File: config.mk
export PLATFORM = sky130hd
export DESIGN_NAME = vga_timing_gen_flat
export DESIGN_NICKNAME = d
export VERILOG_FILES = /design/src/rtl/vga_timing_gen_if.sv /design/src/rtl/vga_timing_gen.sv /design/src/flat_wrapper.sv
export SDC_FILE = /design/constraint.sdc
export NUM_CORES = 1
export LEC_CHECK = 0
export ABC_AREA = 1
export BUFFER_PORTS_ARGS = -buffer_cell sky130_fd_sc_hd__buf_4
export CORE_MARGIN = 2
export CORE_UTILIZATION = 60
export CTS_CLUSTER_DIAMETER = 40
export DETAILED_ROUTE_END_ITERATION = 8
export PLACE_DENSITY = 0.82
export SETUP_SLACK_MARGIN = 0.4
export SLEW_MARGIN = 15
export SYNTH_ARGS = -nofsm -noshare
export SYNTH_HDL_FRONTEND = slang
export SYNTH_SLANG_ARGS = --single-unit
File: constraint.sdc
create_clock -name vga_clk -period 3.21 [get_ports vga_clk]
set_clock_uncertainty 0.05 [all_clocks]
set_input_delay 0.1605 -clock vga_clk [delete_from_list [all_inputs] [get_ports vga_clk]]
set_output_delay 0.1605 -clock vga_clk [all_outputs]
set_load 0.02 [all_outputs]
File: src/rtl/vga_timing_gen_if.sv
// Raster timing bundle driven by vga_timing_gen and consumed by the renderers.
// The generator uses the master modport. Consumers use the slave modport.
interface vga_timing_gen_if #(
    parameter int FC_W = 16
);
    logic            hs;
    logic            vs;
    logic            blank;
    logic [9:0]      DrawX;
    logic [9:0]      DrawY;
    logic            line_start;
    logic            frame_start;
    logic [FC_W-1:0] frame_count;

    modport master (
        output hs, vs, blank, DrawX, DrawY, line_start, frame_start, frame_count
    );

    modport slave (
        input  hs, vs, blank, DrawX, DrawY, line_start, frame_start, frame_count
    );
endinterface

File: src/rtl/vga_timing_gen.sv
// 640x480@60 raster timing generator. Every output is a flop that is loaded from the
// next-state counter values, so sync, blank and the pulses are aligned with DrawX/DrawY.
module vga_timing_gen #(
    parameter int H_VISIBLE = 640,
    parameter int H_FP      = 16,
    parameter int H_SYNC    = 96,
    parameter int H_BP      = 48,
    parameter int V_VISIBLE = 480,
    parameter int V_FP      = 10,
    parameter int V_SYNC    = 2,
    parameter int V_BP      = 33,
    parameter int FC_W      = 16
) (
    input  logic              vga_clk,
    input  logic              reset,
    vga_timing_gen_if.master  vif
);
    localparam int H_TOTAL = H_VISIBLE + H_FP + H_SYNC + H_BP;
    localparam int V_TOTAL = V_VISIBLE + V_FP + V_SYNC + V_BP;

    // The coordinate counters are 10 bits wide, so neither total can exceed 1024.
    generate
        if (H_TOTAL > 1024 || V_TOTAL > 1024) begin : g_size_check
            $error("vga_timing_gen: H_TOTAL/V_TOTAL must not exceed 1024");
        end
    endgenerate

    localparam logic [9:0] H_LAST   = 10'(H_TOTAL - 1);
    localparam logic [9:0] V_LAST   = 10'(V_TOTAL - 1);
    localparam logic [9:0] H_VIS    = 10'(H_VISIBLE);
    localparam logic [9:0] V_VIS    = 10'(V_VISIBLE);
    localparam logic [9:0] HS_START = 10'(H_VISIBLE + H_FP);
    localparam logic [9:0] HS_END   = 10'(H_VISIBLE + H_FP + H_SYNC - 1);
    localparam logic [9:0] VS_START = 10'(V_VISIBLE + V_FP);
    localparam logic [9:0] VS_END   = 10'(V_VISIBLE + V_FP + V_SYNC - 1);

    logic       h_wrap;
    logic       v_wrap;
    logic [9:0] x_nxt;
    logic [9:0] y_nxt;

    always_comb begin
        // NOTE: every signal written here gets a default value first. Without it, a
        // missed branch leaves the value unassigned and synthesis infers a latch.
        y_nxt  = vif.DrawY;
        h_wrap = (vif.DrawX == H_LAST);
        v_wrap = h_wrap && (vif.DrawY == V_LAST);
        x_nxt  = h_wrap ? '0 : vif.DrawX + 10'd1;
        if (v_wrap) begin
            y_nxt = '0;
        end else if (h_wrap) begin
            y_nxt = vif.DrawY + 10'd1;
        end
    end

    // The (0,0) state reached through reset is not a wrap, so both pulses clear here.
    always_ff @(posedge vga_clk or posedge reset) begin
        if (reset) begin
            vif.DrawX       <= '0;
            vif.DrawY       <= '0;
            vif.hs          <= 1'b1;
            vif.vs          <= 1'b1;
            vif.blank       <= 1'b1;
            vif.line_start  <= 1'b0;
            vif.frame_start <= 1'b0;
            vif.frame_count <= '0;
        end else begin
            // NOTE: state uses non-blocking assignments, so every flop samples the
            // values from before this edge, no matter how the statements are ordered.
            vif.DrawX       <= x_nxt;
            vif.DrawY       <= y_nxt;
            vif.hs          <= !((x_nxt >= HS_START) && (x_nxt <= HS_END));
            vif.vs          <= !((y_nxt >= VS_START) && (y_nxt <= VS_END));
            vif.blank       <= (x_nxt < H_VIS) && (y_nxt < V_VIS);
            vif.line_start  <= h_wrap;
            vif.frame_start <= v_wrap;
            if (v_wrap) begin
                vif.frame_count <= vif.frame_count + FC_W'(1);
            end
        end
    end
endmodule

File: src/flat_wrapper.sv
// flat-port wrapper written by rule: the top's interface ports become plain ports
module vga_timing_gen_flat 
#(
    parameter int H_VISIBLE = 640,
    parameter int H_FP      = 16,
    parameter int H_SYNC    = 96,
    parameter int H_BP      = 48,
    parameter int V_VISIBLE = 480,
    parameter int V_FP      = 10,
    parameter int V_SYNC    = 2,
    parameter int V_BP      = 33,
    parameter int FC_W      = 16
)
  (vga_clk, reset, vif_hs, vif_vs, vif_blank, vif_DrawX, vif_DrawY, vif_line_start, vif_frame_start, vif_frame_count);
  vga_timing_gen_if #(.FC_W(FC_W)) vif_i ();
  input  logic vga_clk;
  input  logic reset;
  output wire logic [$bits(vif_i.hs)-1:0] vif_hs;
  output wire logic [$bits(vif_i.vs)-1:0] vif_vs;
  output wire logic [$bits(vif_i.blank)-1:0] vif_blank;
  output wire logic [$bits(vif_i.DrawX)-1:0] vif_DrawX;
  output wire logic [$bits(vif_i.DrawY)-1:0] vif_DrawY;
  output wire logic [$bits(vif_i.line_start)-1:0] vif_line_start;
  output wire logic [$bits(vif_i.frame_start)-1:0] vif_frame_start;
  output wire logic [$bits(vif_i.frame_count)-1:0] vif_frame_count;
  assign vif_hs = vif_i.hs;
  assign vif_vs = vif_i.vs;
  assign vif_blank = vif_i.blank;
  assign vif_DrawX = vif_i.DrawX;
  assign vif_DrawY = vif_i.DrawY;
  assign vif_line_start = vif_i.line_start;
  assign vif_frame_start = vif_i.frame_start;
  assign vif_frame_count = vif_i.frame_count;
  vga_timing_gen #(.H_VISIBLE(H_VISIBLE), .H_FP(H_FP), .H_SYNC(H_SYNC), .H_BP(H_BP), .V_VISIBLE(V_VISIBLE), .V_FP(V_FP), .V_SYNC(V_SYNC), .V_BP(V_BP), .FC_W(FC_W)) u_core (.vga_clk(vga_clk), .reset(reset), .vif(vif_i));
endmodule
Yosys cells after proc, flatten, opt, wreduce, memory -nomap -nowiden

Index checks and enable logic that the tools add are counted.

Add/sub/neg operators: 3
Magnitude comparators: 6
Eq/ne operators: 2
Mux-type cells: 3
Reduce and logical (&&, ||, !) cells: 6

Operators with widths:

| kind                    | number |
|---|---|
| $mux W10                | 3 |
| $add A10 B1 Y10 const B | 2 |
| $eq A10 B10 Y1 const B  | 2 |
| $add A16 B1 Y16 const B | 1 |
| $ge A10 B10 Y1 const B  | 1 |
| $ge A10 B9 Y1 const B   | 1 |
| $le A10 B10 Y1 const B  | 1 |
| $le A10 B9 Y1 const B   | 1 |
| $lt A10 B10 Y1 const B  | 1 |
| $lt A10 B9 Y1 const B   | 1 |
| $logic_and A1 B1 Y1     | 4 |
| $logic_not A1 Y1        | 2 |

Flip-flop bits (word level): 41
Input port bits: 2
Output and inout port bits: 41
Logic and storage cells: 28

Longest topological paths before layout

Depth after elaboration: 6
Depth in mapped cells: 12
Gate-level depth less buffers: 12

Least setup slack after synthesis

No wires, ideal clock.

Kind: register to register
From: register u_core.vif.DrawX[1]
To: register u_core.vif.frame_count[5]
Library setup time: 0.131 ns
Arrival time: 1.624 ns
Data required time: 3.029 ns
Setup slack: 1.404 ns
Cell stages (with the launch flop): 9
Path buffers: 1
Clock period less this slack: 1.806 ns
Path through: dfrtp_1 ha_1 nand2_2 nor2_4 nand3_4 nor2_4 buf_6 nand4_2 xnor2_1

Longest elaborated chain between the ends: 2

RTL lines:

| element                 | line                    | RTL |
|---|---|---|
| start, declared         | vga_timing_gen_if.sv:16 | `output hs, vs, blank, DrawX, DrawY, line_start, frame_start, frame_count` |
| start signal, assigned  | vga_timing_gen.sv:70    | `vif.DrawX <= x_nxt;` |
| $eq A10 B10 Y1          | vga_timing_gen.sv:46    | `h_wrap = (vif.DrawX == H_LAST);` |
| $logic_and A1 B1 Y1     | vga_timing_gen.sv:47    | `v_wrap = h_wrap && (vif.DrawY == V_LAST);` |
| named net u_core.v_wrap | vga_timing_gen.sv:38    | `logic v_wrap;` |
| end signal, assigned    | vga_timing_gen.sv:78    | `vif.frame_count <= vif.frame_count + FC_W'(1);` |
| end, declared           | vga_timing_gen_if.sv:16 |  |

The timed path passes the listed nets, and every way through them passes these cells.
A chain may end at the register's enable or synchronous reset.

Worst setup path in the final report

From: register u_core.vif.DrawX[1]
To: register u_core.vif.vs

Longest elaborated chain between the ends: 6
Elaborated cells on any way between the ends: 8
Those cells by class: order compare (2); eq/ne (1); mux (2); reduce/logical (3)

RTL lines:

| element                                                | line                                       | RTL |
|---|---|---|
| $eq A10 B10 Y1 (*)                                     | vga_timing_gen.sv:46                       |  |
| named net u_core.h_wrap                                | vga_timing_gen.sv:37                       | `logic h_wrap;` |
| $mux W10 / $logic_and A1 B1 Y1 (equally long branches) | vga_timing_gen.sv:51, vga_timing_gen.sv:47 |  |
| $mux W10 (*)                                           | vga_timing_gen.sv:49                       | `if (v_wrap) begin` |
| $ge A10 B9 Y1 / $le A10 B9 Y1 (equally long branches)  | vga_timing_gen.sv:73                       | `vif.vs <= !((y_nxt >= VS_START) && (y_nxt <= VS_END));` |
| $logic_and A1 B1 Y1 (*)                                | vga_timing_gen.sv:73                       |  |
| $logic_not A1 Y1 (*)                                   | vga_timing_gen.sv:73                       |  |
| end signal, assigned                                   | vga_timing_gen.sv:73                       |  |
| end, declared                                          | vga_timing_gen_if.sv:16                    |  |

The timed path passes the listed nets; every way through them passes the cells marked *.

==> flow_metrics.tcl <==
set metrics [dict create \
    n_antenna_cell 0 \
    clock_path_buffers 2 \
    dp_hpwl_mm 3.92 \
    post_drt_wl_per_cell_um 12.9 \
    status "finished, final reports clean" \
    finalCriticalPeriod_ns 2.12 \
    nNetsFinal 366 \
    hold_slack_ns 0.496 \
    post-route-period-util_pct 66.0 \
    die_x_um 66.8 \
    clock_latency_ns 0.30 \
    area_growth_pct 18.8 \
    crit_chain "ha_1, nand2_2, nor2_4, nand3_4, inv_4, nand2_1, nand2_1, nand2_1, nor2_1, nand3_1" \
    grt_pass1_wl_mm 8.94 \
    async_reset_ff_share_pct 100 \
    ant_nets 0 \
    drt_wl_total_mm 5.25 \
    finalSetupViolations 0 \
    hold_violations 0 \
    yosys.cell_types.count 32 \
    p_leak_nw 1.50 \
    combPwrFrac_pct 1.5 \
    grt_pass1_vias 2103 \
    gp_congestion 0.836 \
    numCtsBuffers 5 \
    vdd_drop_max_v 0.000328 \
    path_buf_inv 1 \
    via_count 2096 \
    endpoint_kind "register" \
    fin_ws_ns 1.09 \
    start_kind "register" \
    overflow 0 \
    drive_gt1_share_pct 19.2 \
    rsz0062_at_grt "no" \
    antenna_found_initial 0 \
    die_h_um 66.8 \
    drcViolationCount 0 \
    slowest_delay_ns 0.42 \
    p_int_uw 669 \
    cts-root-buf "clkbuf_8" \
    yosysSeqAreaShare_pct 43.6 \
    io_pins 43 \
    syn_inst 312 \
    tightestPinTransition_ns 0.514 \
    syn-num-nets 319 \
    cellPowerDensity_mw_per_mm2 309 \
    synth_area_sq_mm 0.00236 \
    fmax_mhz 472 \
    routed_via_density 5.14 \
    crit_slowest_cell "dfrtp_1" \
    fp.coreArea_sq_mm 0.00372 \
    die-area_sq_mm 0.00446 \
    htree_levels 2 \
    dpl_worst_slack_ns 1.13 \
    maxSlewViolCount 0 \
    synth_seq_cells 41 \
    required_ns 3.39 \
    tns_ns 0 \
    start_util_pct 63.6 \
    total_power_uw 867 \
    crit_top_cell "nand2_1" \
    io_buffer_count 42 \
    hold_class "reg2reg" \
    ys.warnings.count 0 \
    slew_headroom_pct 65.7 \
    crit_arrival_ns 2.30 \
    crit_fanout 15 \
    cts_resized 0 \
    path_class "reg2reg" \
    grt_max_degree 42 \
    dr.pass1.iters 4 \
    switching_share_pct 22.9 \
    fin_cells 408 \
    cts.clk_slew.worst_paths_ns 0.08 \
    p_clk_share_pct 39.0 \
    drv_cap 0 \
    post-place-cells 399 \
    power_frac_seq_pct 59.5 \
    num_rows 22 \
    synth_flop_cell "dfrtp_1" \
    critPathTopFamily "simple AND/OR/NAND/NOR gates" \
    power.net_switching_uw 198 \
    cts_tree "yes" \
    synth_edf_count 0 \
    grt.total_usage_pct 27.2 \
    cts.sinks 41 \
    drt_iter0_markers 145 \
    postSynthAreaPerCell_sq_um 7.58 \
]
## power by group through the flow
stage          Sequential [mW]  Combinational (mW)  Clock (mW)
2_1_floorplan            0.526             0.00755           0
3_3_place_gp             0.526              0.0119           0
3_5_place_dp             0.526              0.0121           0
4_1_cts                  0.516              0.0130       0.344
5_1_grt                  0.516              0.0144       0.365
6_report                 0.516              0.0126       0.338
## cell usage after synthesis, types with 3 or more instances
| master | instances | area (sq um) |
|---|---|---|
| nor2_1 | 28 | 105 |
| nor3_1 | 4 | 20.0 |
| inv_1 | 50 | 188 |
| nand3_1 | 22 | 110 |
| dfrtp_1 | 38 | 951 |
| nand4_1 | 12 | 75.1 |
| o21ai_0 | 6 | 30.0 |
| ha_1 | 5 | 62.6 |
| dfstp_2 | 3 | 78.8 |
| xor2_1 | 7 | 61.3 |
| nand2_1 | 103 | 387 |
| xnor2_1 | 9 | 78.8 |
## layer usage
metal  vias to the layer above  GRT usage, %  share of wire, %
li1                       1050             -                 -
met1                       987          32.2                42
met2                        52          48.5                52
met3                         7          5.07               4.6
met4                         0          10.7               1.6
met5                         -             0                 0
## layout make-up
cell class              instances  area [sq um]
multi-input cells             215          1100
clock inverters                 3          17.5
fillers                       308           908
clock buffers                   5          68.8
inverters                      52           198
repair buffers                 44           333
flip-flops and latches         41          1030
well taps                      48          60.1
## layout by cell type (no fill, tap or decap)
cell / n
clkbuf_8: 5
nand3_4: 1
o21bai_1: 1
nor3_4: 1
dfrtp_1: 38
xor2_1: 7
clkinvlp_4: 1
dfstp_2: 3
dlygate4sd3_1: 1
ha_1: 5
nand2b_1: 1
nor2_2: 2
a21o_1: 1
nand3_2: 1
nor2_4: 2
nor3_1: 4
nand4_1: 12
nand4_2: 2
or2_2: 1
nor4_1: 1
inv_1: 50
o21ai_0: 6
nor2_1: 28
nand2_4: 1
inv_4: 1
a21oi_1: 1
buf_4: 43
inv_2: 1
nand2_1: 103
o21ai_1: 1
xnor2_1: 9
clkinv_2: 2
nand3_1: 22
nand2_2: 2
## stage by stage
stage                     cell area [sq um]  utilization [%]
after CTS                              2810             75.6
after global placement                 2710             73.0
final                                  2810             75.6
after global routing                   2810             75.6
after floorplan                        2360                -
after detailed placement               2710             73.0
## cell families after synthesis
family	Yosys count	share of synthesized area [%]
AOI/OAI and AO/OA	10	2.33
xor gates and xnor gates	16	5.93
adders and majority gates	5	2.65
buffers and inverters	56	9.85
DFF	41	43.6
and+or+nand+nor	184	35.7
## flip-flops by register name, summed over array words and instances, names as in the netlist
| register | cells |
|---|---|
| u_core.vif.line_start | 1 |
| u_core.vif.DrawX | 10 |
| u_core.vif.frame_start | 1 |
| u_core.vif.DrawY | 10 |
| u_core.vif.frame_count | 16 |
| u_core.vif.vs | 1 |
| u_core.vif.hs | 1 |
| u_core.vif.blank | 1 |
## what timing repair did
action | in CTS | in global routing
hold buffers | 1 | 0
endpoints found under the hold margin | 38 | 0
buffers inserted | 0 | 0
## final timing paths
check	to	slack, ns	from	cells after the start
max in group asynchronous	u_core.vif.blank$_DFF_PP1_	2.23	reset	4
worst min-delay path	u_core.vif.frame_count[10]$_DFFE_PP0P_	0.50	u_core.vif.frame_count[10]$_DFFE_PP0P_	1
worst min register to register	u_core.vif.frame_count[10]$_DFFE_PP0P_	0.50	u_core.vif.frame_count[10]$_DFFE_PP0P_	1
worst max-delay path	u_core.vif.vs$_DFF_PP1_	1.09	u_core.vif.DrawX[1]$_DFF_PP0_	10
worst max register to register	u_core.vif.vs$_DFF_PP1_	1.09	u_core.vif.DrawX[1]$_DFF_PP0_	10
min in group asynchronous	u_core.vif.frame_count[3]$_DFFE_PP0P_	0.51	reset	4
No activity file was read; power rests on OpenSTA's default activity.
